### src/rtl/morse_code_decoder.sv
// Straight-key Morse receiver: debounces the key, times marks and gaps in dit units,
// and emits PS/2 set-2 make codes for each character and word gap.
//
// state | meaning
// IDLE  | key up, nothing pending
// MARK  | key down, timing a mark
// SPACE | key up, timing the gap after a mark
// EMIT  | one cycle that clears the symbol buffer after a character
module morse_code_decoder #(
  parameter int UNIT_CYCLES     = 1200000,
  parameter int DEBOUNCE_CYCLES = 50000
) (
  input  logic       clk,
  input  logic       rst_n,
  input  logic       key_in,
  output logic       key_out,
  output logic [7:0] code_out,
  output logic       code_strb,
  output logic       err_strb
);

  localparam int UW = (UNIT_CYCLES > 1) ? $clog2(UNIT_CYCLES) : 1;
  localparam int DW = (DEBOUNCE_CYCLES > 1) ? $clog2(DEBOUNCE_CYCLES) : 1;
  localparam logic [UW-1:0] UNIT_LAST = UW'(UNIT_CYCLES - 1);
  localparam logic [DW-1:0] DB_LOAD   = DW'(DEBOUNCE_CYCLES - 1);

  typedef enum logic [1:0] {S_IDLE, S_MARK, S_SPACE, S_EMIT} state_t;

  state_t          state, state_nxt;
  logic [1:0]      sync_q;
  logic            sync_d;
  logic [DW-1:0]   db_cnt;
  logic            key_sync, db_fire, rise, fall;
  logic [UW-1:0]   cyc_cnt;
  logic [3:0]      units;
  logic            unit_wrap, is_dah;
  logic [5:0]      pattern;
  logic [2:0]      sym_len;
  logic            ovf, word_pend;
  logic            append, emit_char, emit_word, clr_buf;
  logic [8:0]      tab_hit;
  logic            char_ok;

  assign key_sync = sync_q[1];
  assign db_fire  = (key_sync == sync_d) && (key_sync != key_out) && (db_cnt == '0);
  assign rise     = db_fire & key_sync;
  assign fall     = db_fire & ~key_sync;

  always_ff @(posedge clk or negedge rst_n) begin
    if (!rst_n) begin
      sync_q  <= '0;
      sync_d  <= 1'b0;
      db_cnt  <= '0;
      key_out <= 1'b0;
    end else begin
      sync_q <= {sync_q[0], key_in};
      sync_d <= key_sync;
      if ((key_sync != sync_d) || (key_sync == key_out))
        db_cnt <= DB_LOAD;
      else if (db_cnt != '0)
        db_cnt <= db_cnt - DW'(1);
      if (db_fire)
        key_out <= key_sync;
    end
  end

  assign unit_wrap = (cyc_cnt == UNIT_LAST);

  always_ff @(posedge clk or negedge rst_n) begin
    if (!rst_n) begin
      cyc_cnt <= '0;
      units   <= '0;
    end else if (db_fire) begin
      cyc_cnt <= '0;
      units   <= '0;
    end else if (unit_wrap) begin
      cyc_cnt <= '0;
      if (units != 4'd15)
        units <= units + 4'd1;
    end else begin
      cyc_cnt <= cyc_cnt + UW'(1);
    end
  end

  // a unit completing on the same cycle as the fall still counts toward the mark
  assign is_dah = (units >= 4'd2) || ((units == 4'd1) && unit_wrap);

  function automatic logic [8:0] lookup(input logic [2:0] len, input logic [5:0] pat);
    case ({len, pat})
      {3'd2, 6'b000001}: lookup = {1'b1, 8'h1C};
      {3'd4, 6'b001000}: lookup = {1'b1, 8'h32};
      {3'd4, 6'b001010}: lookup = {1'b1, 8'h21};
      {3'd3, 6'b000100}: lookup = {1'b1, 8'h23};
      {3'd1, 6'b000000}: lookup = {1'b1, 8'h24};
      {3'd4, 6'b000010}: lookup = {1'b1, 8'h2B};
      {3'd3, 6'b000110}: lookup = {1'b1, 8'h34};
      {3'd4, 6'b000000}: lookup = {1'b1, 8'h33};
      {3'd2, 6'b000000}: lookup = {1'b1, 8'h43};
      {3'd4, 6'b000111}: lookup = {1'b1, 8'h3B};
      {3'd3, 6'b000101}: lookup = {1'b1, 8'h42};
      {3'd4, 6'b000100}: lookup = {1'b1, 8'h4B};
      {3'd2, 6'b000011}: lookup = {1'b1, 8'h3A};
      {3'd2, 6'b000010}: lookup = {1'b1, 8'h31};
      {3'd3, 6'b000111}: lookup = {1'b1, 8'h44};
      {3'd4, 6'b000110}: lookup = {1'b1, 8'h4D};
      {3'd4, 6'b001101}: lookup = {1'b1, 8'h15};
      {3'd3, 6'b000010}: lookup = {1'b1, 8'h2D};
      {3'd3, 6'b000000}: lookup = {1'b1, 8'h1B};
      {3'd1, 6'b000001}: lookup = {1'b1, 8'h2C};
      {3'd3, 6'b000001}: lookup = {1'b1, 8'h3C};
      {3'd4, 6'b000001}: lookup = {1'b1, 8'h2A};
      {3'd3, 6'b000011}: lookup = {1'b1, 8'h1D};
      {3'd4, 6'b001001}: lookup = {1'b1, 8'h22};
      {3'd4, 6'b001011}: lookup = {1'b1, 8'h35};
      {3'd4, 6'b001100}: lookup = {1'b1, 8'h1A};
      {3'd5, 6'b011111}: lookup = {1'b1, 8'h45};
      {3'd5, 6'b001111}: lookup = {1'b1, 8'h16};
      {3'd5, 6'b000111}: lookup = {1'b1, 8'h1E};
      {3'd5, 6'b000011}: lookup = {1'b1, 8'h26};
      {3'd5, 6'b000001}: lookup = {1'b1, 8'h25};
      {3'd5, 6'b000000}: lookup = {1'b1, 8'h2E};
      {3'd5, 6'b010000}: lookup = {1'b1, 8'h36};
      {3'd5, 6'b011000}: lookup = {1'b1, 8'h3D};
      {3'd5, 6'b011100}: lookup = {1'b1, 8'h3E};
      {3'd5, 6'b011110}: lookup = {1'b1, 8'h46};
      default:           lookup = 9'h000;
    endcase
  endfunction

  assign tab_hit = lookup(sym_len, pattern);
  assign char_ok = tab_hit[8] && !ovf;

  always_ff @(posedge clk or negedge rst_n) begin
    if (!rst_n) state <= S_IDLE;
    else        state <= state_nxt;
  end

  always_comb begin
    state_nxt = state;
    append    = 1'b0;
    emit_char = 1'b0;
    emit_word = 1'b0;
    clr_buf   = 1'b0;
    case (state)
      S_IDLE: if (rise) state_nxt = S_MARK;
      S_MARK: if (fall) begin
        append    = 1'b1;
        state_nxt = S_SPACE;
      end
      S_SPACE: begin
        if ((units == 4'd3) && (sym_len != 3'd0)) begin
          emit_char = 1'b1;
          state_nxt = S_EMIT;
        end else begin
          if ((units == 4'd7) && word_pend) begin
            emit_word = 1'b1;
            state_nxt = S_IDLE;
          end
          if (rise) state_nxt = S_MARK;
        end
      end
      S_EMIT: begin
        clr_buf   = 1'b1;
        state_nxt = (key_out || rise) ? S_MARK : S_SPACE;
      end
      default: state_nxt = S_IDLE;
    endcase
  end

  always_ff @(posedge clk or negedge rst_n) begin
    if (!rst_n) begin
      pattern   <= '0;
      sym_len   <= '0;
      ovf       <= 1'b0;
      word_pend <= 1'b0;
      code_out  <= 8'h00;
      code_strb <= 1'b0;
      err_strb  <= 1'b0;
    end else begin
      code_strb <= 1'b0;
      err_strb  <= 1'b0;
      if (clr_buf) begin
        pattern <= '0;
        sym_len <= '0;
        ovf     <= 1'b0;
      end else if (append) begin
        if (sym_len == 3'd6) begin
          ovf <= 1'b1;
        end else begin
          pattern <= {pattern[4:0], is_dah};
          sym_len <= sym_len + 3'd1;
        end
      end
      if (emit_char) begin
        word_pend <= char_ok;
        if (char_ok) begin
          code_out  <= tab_hit[7:0];
          code_strb <= 1'b1;
        end else begin
          err_strb  <= 1'b1;
        end
      end else if (emit_word) begin
        word_pend <= 1'b0;
        code_out  <= 8'h29;
        code_strb <= 1'b1;
      end
    end
  end

endmodule

### config.mk
export PLATFORM = sky130hd
export DESIGN_NAME = morse_code_decoder
export DESIGN_NICKNAME = d
export VERILOG_FILES = /design/src/rtl/morse_code_decoder.sv
export SDC_FILE = /design/constraint.sdc
export NUM_CORES = 1
export LEC_CHECK = 0
export CORE_AREA = 10 10 120 122
export CTS_BUF_LIST = sky130_fd_sc_hd__clkbuf_8 sky130_fd_sc_hd__clkbuf_16
export DETAILED_ROUTE_END_ITERATION = 8
export DIE_AREA = 0 0 130 132
export MAX_ROUTING_LAYER = met4
export PLACE_DENSITY = 0.59
export REMOVE_ABC_BUFFERS = 1
export SYNTH_ARGS = -nofsm -noshare
export SYNTH_HDL_FRONTEND = slang
export SYNTH_SLANG_ARGS = --single-unit
### constraint.sdc
create_clock -name clk -period 2.73 [get_ports clk]
set_input_delay 0.546 -clock clk [delete_from_list [all_inputs] [get_ports clk]]
set_output_delay 0.546 -clock clk [all_outputs]
set_load 0.05 [all_outputs]
# Word level (Yosys, flattened, before mapping)
# Cells that the tools add are included.
# totals
regBits	68
inputBits	3
out_inout_bits	11
elab_cells	143
# classes
n_addsub	4
n_lt_le_gt_ge	1
n_eq_ne	54
mux	42
bitwise_logic	3
reduce_logical	25
# ops
cell	count
$pmux W9 S36	1
$eq A9 B9 Y1 const B	22
$eq A9 B8 Y1 const B	12
$mux W21	2
$mux W16	2
$mux W8	3
$add A21 B1 Y21 const B	1
$eq A21 B21 Y1 const B	1
$eq A9 B7 Y1 const B	2
$mux W1	18
$mux W6	3
$logic_not A16 Y1	1
$reduce_bool A16 Y1	1
$sub A16 B1 Y16 const B	1
$mux W2	6
$mux W4	3
$reduce_bool A2 Y1	6
$mux W3	3
$ne A4 B4 Y1 const B	2
$pmux W2 S4	1
$reduce_and A2 Y1	4
$logic_and A1 B1 Y1	6
$ne A2 B2 Y1 const B	3
$add A4 B1 Y4 const B	1
18 further kinds	24

# Logic depth before layout (Yosys ltp)
# Gate-level depths: netlist (run 1).
# logic_depth
ltp_word	8
mapped_depth	12

# Least setup slack after synthesis (run 1)
# OpenSTA, ideal clock, no wires.
# synth_path
path_type	flip-flop to flip-flop
from	reg sym_len[0]
to	reg code_out[0]
setup_time_ns	0.125
arrival_ns	2.407
t_required_ns	2.605
slack_ns	0.198
stages_incl_launch_ff	13
n_path_buf	3
synth_period_minus_slack_ns	2.532
path_cell_list	dfrtp_1 -> inv_1 -> ha_1 -> nor4bb_1 -> buf_2 -> buf_4 -> nand3_1 -> a32oi_1 -> inv_1 -> a311o_1 -> buf_6 -> nand2_8 -> mux2_4
# synth_between
elab_chain_cells	6
# synth_rtl
element	line_no	rtl
start, declared	38	logic [2:0] sym_len;
start signal, assigned	191	sym_len <= sym_len + 3'd1;
parallel branches: the longest is 6 deep, another holds $pmux W9 S36	-	
end signal, assigned	197	code_out <= tab_hit[7:0];
end, declared	17	output logic [7:0] code_out,
# Several ways; the timed one is not identified. The select of a mux whose other input is x is not followed.
# A chain may end at the register's enable or synchronous reset.

# Worst setup path in the final report (run 1)
# layout_path
from	reg sym_len[0]
to	reg code_out[3]
# Same word-level chain as after synthesis.

==> results of run 1 <==
==> cells in the final DEF (no fill, tap or decap), drive strengths merged, types with 9 or more instances in the layout <==
| cell type | Yosys | routed |
|---|---|---|
| dfrtp | 67 | 67 |
| nor2 | 54 | 54 |
| nand2 | 52 | 52 |
| buf | 18 | 44 |
| nand3 | 30 | 30 |
| nor3 | 20 | 20 |
| xor2 | 19 | 19 |
| o21ai | 18 | 18 |
| xnor2 | 14 | 14 |
| inv | 12 | 14 |
| a21oi | 13 | 13 |
| clkdlybuf4s50 | 0 | 11 |
| nand4 | 10 | 10 |
| clkbuf | 7 | 9 |
| ha | 9 | 9 |
==> power by group <==
| group | switching (µW) | internal [µW] |
|---|---|---|
| clock network | 457 | 714 |
| logic | 29.1 | 8.64 |
| registers | 3.57 | 997 |
| total | 490 | 1720 |
==> flip-flops by register name (all words and copies together), names as in the netlist <==
name	flops
sync_q	2
err_strb	1
sym_len	3
code_strb	1
units	4
code_out	7
cyc_cnt	21
ovf	1
key_out	1
word_pend	1
pattern	6
state	2
db_cnt	16
sync_d	1
==> layout make-up <==
type	count	area share, %
multi-input combinational	353	46.2
sequential	67	33.8
timing repair buffer	55	9.31
clock buffer	9	4.53
tap	147	3.70
clock inverter	7	1.53
inverter	13	0.981
==> stage by stage <==
step           setup slack (ps)  std cells  util [%]  total power (µW)
6_report                   99.9        651      41.7              2210
5_1_grt                   -19.8        651      41.7              2300
4_1_cts                    1.17        643      40.6              2250
3_5_place_dp               21.6        627      38.1              1060
3_3_place_gp               99.1        627      38.1              1060
2_1_floorplan              -826        433         -              1030
==> worst paths after layout <==
check                                               end  cells past startpoint
worst max-delay path            code_out[3]$_DFFE_PN0P_                     10
worst min-delay path               cyc_cnt[1]$_DFF_PN0_                      2
worst max register to register  code_out[3]$_DFFE_PN0P_                     10
worst min register to register      sync_q[1]$_DFF_PN0_                      0
max in group asynchronous        pattern[2]$_DFFE_PN0P_                      2
min in group clk                    sync_q[1]$_DFF_PN0_                      0
==> worst max-delay path, stage by stage, from the launching register on <==
cell and delay, ps:
dfrtp_1 410, buf_4 150, ha_2 210, mux2_2 270, a2bb2oi_1 160, o221ai_1 160, nor4_2 290, buf_4 170
a311o_1 320, nand2_8 90, mux2_4 300
==> routing by layer <==
metal	share of wire (%)	wire [µm]	track usage (%)	vias to the layer above
met4	2.2	223	4.38	0
met5	0	0	-	-
met2	48	4790	18.9	98
li1	-	-	-	1712
met1	46	4580	15.2	1661
met3	4.4	440	3.18	19
==> kinds of logic after synthesis <==
family | after synthesis
buffers and inverters | 38
XOR/XNOR | 33
AND/OR/NAND/NOR | 225
multiplexers | 9
adder cells (fa/ha/maj) | 9
flip-flops | 67
other | 1
AO/OA/AOI/OAI | 76
==> timing repair <==
action	4_1_cts	5_1_grt
setup endpoints to repair	0	45
gates resized for setup	0	15
buffers inserted	0	9
==> metrics.cfg, run 1 <==
[global_route]
grt_pass1_wl_um=16900
grt_pass1_vias=3466
grt_overflow=0
grt_use_total_pct=12.3
antenna_found_initial=0
grt_max_degree=68

[cts]
htreeDepth=3
cts-buffers-inserted=9
tritoncts=done
cts-root-buf=clkbuf_16
clkTransAtPathRegs_ps=60
cts_buffer_depth=2
ctsHoldBuffers=0
clk_latency_ps=330
clkSinkCount=67

[place]
gp_congestion=0.899
dp_hpwl_um=7220
place_area_um2=4530
port_buffers=12

[route]
drt_pass1_iterations=4
routedWlPerCell_um=15.4
drc_errors=0
ant_nets=0
drtIter0Drc=253
viasPerCell=5.36
via_count=3490
routed_wl_um=10000

[finish]
n_antenna_cell=0
multi_input_area_um2=2300
fin_area_um2=4970
syn_to_final_growth_pct=21.7
drive_gt1_share_pct=17.7
final_nets=511
final-seq-area_um2=1680
fillers=1175

[timing]
worstMarginPinSlew_ps=563
finalSetupTns_ps=0
worst_slew_margin_rel_pct=61.5
max_freq_mhz=380
hold_viol=0
setup_viol=0
drv_slew=0
hold_slack_ps=218
fin_crit_sh_pct=96.3
fin_crit_ps=2630
fin_skew_ps=6.25

[floorplanning]
die_y_um=132
dieWidth_um=130
start_util_pct=34.3
die_area_um2=17200
core-area_um2=11900
core.rowCount=40
top_level_ports=14

[setup_path]
cp-startpoint=sym_len[0]$_DFFE_PN0P_
cp-end-kind=flip-flop
crit_required_ps=2950
ff2ff_setup_slack_ps=100
critPathArrivalTime_ps=2850
worstSetupStartpointType=flip-flop
worstSetupPathType=flip-flop to flip-flop
r2r_start=sym_len[0]$_DFFE_PN0P_
worstPathMaxFanout=6

[synthesis]
avgSynthCellArea_um2=8.92
synthFlopType=dfrtp_1
synth_area_um2=4090
ys_top_cells_by_area=dfrtp_1, nor2_1, nand2_1, xor2_1, nand3_1
yosysMostFrequentCell=dfrtp_1
ys_warn_count=0
synth-xor-area-share_pct=7.08
synth_edf_count=0
synthTopCellsByCount=dfrtp_1, nor2_1, nand2_1, nand3_1, xor2_1
synth_top_family_by_area=simple AND/OR/NAND/NOR gates
synthDistinctLibCells=68
syn_inst=458
synth_compound_area_share_pct=12.7
synth_mux_area_share_pct=2.60
synth-seq-cells=67
synth_fa_ha_area_share_pct=2.76
ys_seq_area_share_pct=41.0
synth_top_cell_area_share_pct=41.0
yosys.area_share.simple_pct=29.3
synth_top_cell_by_area=dfrtp_1
ys_async_sr_fraction_pct=100

[job]
max_cap_violations=0

[power_and_ir_drop]
ir_worst_vdd_v=0.000362
power.density_nw_per_um2=444
power_leakage_uw=0.00215

[min_path]
hold_path.class=primary input to asynchronous set/reset pin

[status]
status=complete, no violations

(Power assumes the default switching activity.)
==> run 2: changes to the inputs <==
Settings changed: DONT_BUFFER_PORTS from default to 1, PLACE_DENSITY 0.59 to 0.58.
==> metrics.cfg, run 2 (synthesis gave the netlist of run 1 again) <==
[status]
status=complete, no violations

[global_route]
grt_use_total_pct=12.6
grt_max_degree=68
grt_overflow=0
grt_pass1_wl_um=17300
antenna_found_initial=0
grt_pass1_vias=3339

[power_and_ir_drop]
power.density_nw_per_um2=475
design_power_total_uw=2300
p_int_uw=1810
power_leakage_uw=0.00209
p_comb_share_pct=1.6
sequentialPowerShare_pct=43.6
switching_share_pct=21.1
p_sw_uw=484
p_clk_share_pct=54.8
ir_worst_vdd_v=0.000317

[route]
drt_pass1_iterations=4
drc_errors=0
route.met3.wl_um=441
drtIter0Drc=327
highest_layer=met4
met1_length_um=4700
routed_wl_um=10000
ant_nets=0
wl_met2_um=4730
viasPerCell=5.43
routedWlPerCell_um=15.8
via_count=3456

[cts]
cts_buffer_depth=2
htreeDepth=3
clkSinkCount=67
clk_latency_ps=330
tritoncts=done
cts-root-buf=clkbuf_16
cts-buffers-inserted=9
clkTransAtPathRegs_ps=60

[finish]
final_common_cell=dfrtp_1
final_cell_mix=dfrtp_1, nor2_1, nand2_1, buf_4, nand3_1
reg_top3=cyc_cnt x21, db_cnt x16, code_out x7
largest_reg_flops=21
regMostFlops=cyc_cnt
fillers=1199
syn_to_final_growth_pct=18.3
fin_util_pct=40.6
drive_gt1_share_pct=16.7
layoutNonFillerInstCount=637
n_antenna_cell=0
final_nets=497

[timing]
worstMarginPinSlew_ps=557
fin_crit_sh_pct=95.7
setup_ws_ps=117
worst_slew_margin_rel_pct=62.7
fin_crit_ps=2610
drv_slew=0
rsz0062_at_grt=false
setup_viol=0
finalSetupTns_ps=0
fin_skew_ps=6.48
hold_viol=0
max_freq_mhz=383

[setup_path]
cp-end-kind=flip-flop
crit_required_ps=2940
worstSetupPathType=flip-flop to flip-flop
worstPathMaxFanout=10
critPathArrivalTime_ps=2830
worstSetupStartpointType=flip-flop

[place]
dpl.cell_count=618
dp_hpwl_um=7320
port_buffers=0
dpl_worst_slack_ps=55.2
gp_congestion=0.907

[floorplanning]
dieWidth_um=130
top_level_ports=14
start_util_pct=34.3
die_y_um=132
core-area_um2=11900
die_area_um2=17200
core.rowCount=40

[job]
max_cap_violations=0

[min_path]
hold_path.class=primary input to asynchronous set/reset pin

## run 2: cell count changes in the layout (fill, tap and decap cells not counted), moves of 2 or more
cell,delta
inv_1,+2
inv_6,+2
ha_1,+2
clkdlybuf4s50_1,-11
inv_2,-2
buf_12,-2
## run 2: layer usage
metal  vias to the layer above  GRT usage [%]
li1                       1692              -
met1                      1673           16.3
met2                        77           19.1
met3                        14           2.65
met4                         0           4.13
met5                         -              -
## run 2: area by class of cell
| cell class | instances | area, µm² | share of cell area, % |
|---|---|---|---|
| timing repair buffer | 41 | 328 | 6.78 |
| clock inverter | 7 | 98.8 | 2.05 |
| clock buffer | 9 | 225 | 4.66 |
| multi-input combinational | 353 | 2270 | 47.0 |
| tap | 147 | 184 | 3.81 |
| sequential | 67 | 1680 | 34.7 |
| inverter | 13 | 48.8 | 1.01 |
## run 2: stage by stage
stage	instance area, µm²	hold slack (ps)
2_1_floorplan	3950	250
3_3_place_gp	4430	253
3_5_place_dp	4430	253
4_1_cts	4780	98.7
5_1_grt	4830	109
6_report	4830	81.7
## run 2: worst paths after layout
check	from	to	slack [ps]	cells past startpoint
max	sym_len[2]$_DFFE_PN0P_	code_out[3]$_DFFE_PN0P_	120	7
min	rst_n	cyc_cnt[5]$_DFF_PN0_	80	1
max reg2reg	sym_len[2]$_DFFE_PN0P_	code_out[3]$_DFFE_PN0P_	120	7
min reg2reg	sync_q[0]$_DFF_PN0_	sync_q[1]$_DFF_PN0_	350	0
max in group asynchronous	rst_n	pattern[2]$_DFFE_PN0P_	2350	1
min in group clk	key_in	sync_q[0]$_DFF_PN0_	240	0
## run 2: timing repair
action	CTS	global route
hold endpoints to repair	67	0
setup buffers	0	2
hold buffers	1	0
gates resized for setup	0	8
endpoints found under the setup margin	0	44
## run 2: worst max-delay path, stage by stage (launching register included)
cell      delay, ps
dfrtp_1         500
nor4b_4         610
nand2_1         150
a211oi_2        280
nor4_2          100
a311o_1         440
nand2_8         120
mux2_4          300
## run 2: power by group through the flow
stage          sequential (µW)  clock, µW  combinational [µW]
2_1_floorplan             1020          0                10.3
3_3_place_gp              1020          0                13.4
3_5_place_dp              1020          0                13.8
4_1_cts                   1000       1300                38.6
5_1_grt                   1000       1350                42.7
6_report                  1000       1260                36.5
==> run 3: changes to the inputs <==
Settings changed: CORE_AREA 10 10 120 122 to 10 10 95 97, DIE_AREA 0 0 130 132 to 0 0 105 107, PLACE_DENSITY 0.58 to 0.84.
==> metrics.cfg, run 3 (synthesis gave the netlist of run 1 again) <==
[route]
ant_nets=0
routed_wl_um=9590
viasPerCell=5.92
drc_errors=0
drtIter0Drc=271
routedWlPerCell_um=16.3
drt_pass1_iterations=6
via_count=3476

[power_and_ir_drop]
sequentialPowerShare_pct=50.8
power_leakage_uw=0.00205
power.density_nw_per_um2=420
p_clk_share_pct=47.4
switching_share_pct=20.6
ir_worst_vdd_v=0.000457
p_comb_share_pct=1.8
p_sw_uw=406
design_power_total_uw=1970
p_int_uw=1560

[timing]
fin_crit_sh_pct=98.5
worst_slew_margin_rel_pct=62.2
drv_slew=0
fin_crit_ps=2690
fin_skew_ps=12.4
max_freq_mhz=372
rsz0062_at_grt=true
finalSetupTns_ps=0
hold_viol=0
worstMarginPinSlew_ps=567
setup_viol=0

[global_route]
grt_max_degree=68
grt_use_total_pct=18.2
grt_overflow=0
grt_pass1_wl_um=16500
antenna_found_initial=0
grt_pass1_vias=3386

[cts]
cts-root-buf=clkbuf_8
clkTransAtPathRegs_ps=80
clkSinkCount=67
clk_latency_ps=350
htreeDepth=3
cts-buffers-inserted=9
cts_buffer_depth=2
tritoncts=done

[place]
gp_congestion=0.979
port_buffers=0
dp_hpwl_um=6650

[finish]
regMostFlops=cyc_cnt
drive_gt1_share_pct=16.8
reg_top3=cyc_cnt x21, db_cnt x16, code_out x7
largest_reg_flops=21
syn_to_final_growth_pct=14.9
final_common_cell=dfrtp_1
final_nets=495
n_antenna_cell=0
final_cell_mix=dfrtp_1, nor2_1, nand2_1, buf_4, nand3_1
fillers=607

[setup_path]
r2r_start=sym_len[0]$_DFFE_PN0P_
worstSetupPathType=flip-flop to flip-flop
cp-startpoint=sym_len[0]$_DFFE_PN0P_
crit_required_ps=2960
worstPathMaxFanout=8
worstSetupStartpointType=flip-flop
cp-end-kind=flip-flop
critPathArrivalTime_ps=2910
reg2regPathDepth=9

[status]
status=complete, no violations

[floorplanning]
start_util_pct=57.2
core-area_um2=7140
core.rowCount=31
top_level_ports=14
die_y_um=107
die_area_um2=11200
dieWidth_um=105

[min_path]
hold_path.class=primary input to asynchronous set/reset pin

[job]
max_cap_violations=0

## run 3: cell types whose count changed in the layout (fill, tap and decap cells not counted), moves of 3 or more
cell,before,now
buf_6,0,3
clkbuf_16,9,0
clkbuf_8,0,11
inv_6,3,0
buf_4,40,35
## run 3: final timing paths
check / endpoint / slack (ps)
min in group clk: sync_q[0]$_DFF_PN0_ / 230
worst max-delay path: code_out[3]$_DFFE_PN0P_ / 40
worst max register to register: code_out[3]$_DFFE_PN0P_ / 40
max in group asynchronous: pattern[3]$_DFFE_PN0P_ / 2390
worst min-delay path: db_cnt[11]$_DFFE_PN0P_ / 60
worst min register to register: sync_q[1]$_DFF_PN0_ / 350
## run 3: layer usage
metal	global-route usage (%)	vias to the layer above	routed length, µm
met4	4.71	0	82
met3	4.97	9	574
met5	-	-	0
met1	22.6	1690	4320
met2	28.9	97	4610
li1	-	1680	-
## run 3: layout make-up
class                      instances  area, µm²  share of cell area, %
timing repair buffer              39        324                   6.90
inverter                          13       48.8                   1.04
clock buffer                      11        151                   3.22
clock inverter                     5       76.3                   1.63
sequential                        67       1680                   35.8
tap                               99        124                   2.64
multi-input combinational        353       2290                   48.8
## run 3: critical path: stages, from the launching register on
cell and delay (ps):
dfrtp_1 410, buf_6 120, ha_4 120, nor4b_4 440
nand2_2 110, o31a_1 320, and4_4 200, a311o_2 450
nand2_8 90, mux2_4 300
## run 3: power groups by stage
stage          Combinational (µW)  Sequential, µW  Clock, µW
4_1_cts                      37.1             999        955
3_3_place_gp                 13.1            1020          0
2_1_floorplan                10.3            1020          0
3_5_place_dp                 13.7            1020          0
6_report                     35.7            1000        934
5_1_grt                      41.9             999       1010
## run 3: timing repair
item,4_1_cts,5_1_grt
endpoints found under the setup margin,3,38
buffers inserted,6,3
pin swaps,3,9
gates resized for setup,2,15
hold buffers,1,0
hold endpoints to repair,67,0
## run 3: per-stage QoR
step           area [µm²]  setup slack, ps  util, %  instances  hold slack, ps
2_1_floorplan        3950             -826        -        433             250
3_3_place_gp         4310             96.4     60.4        562             253
3_5_place_dp         4310             26.5     60.4        562             252
4_1_cts              4620             24.2     64.7        584            68.8
5_1_grt              4690            -43.4     65.8        587            60.3
6_report             4690             42.3     65.8        587            58.1
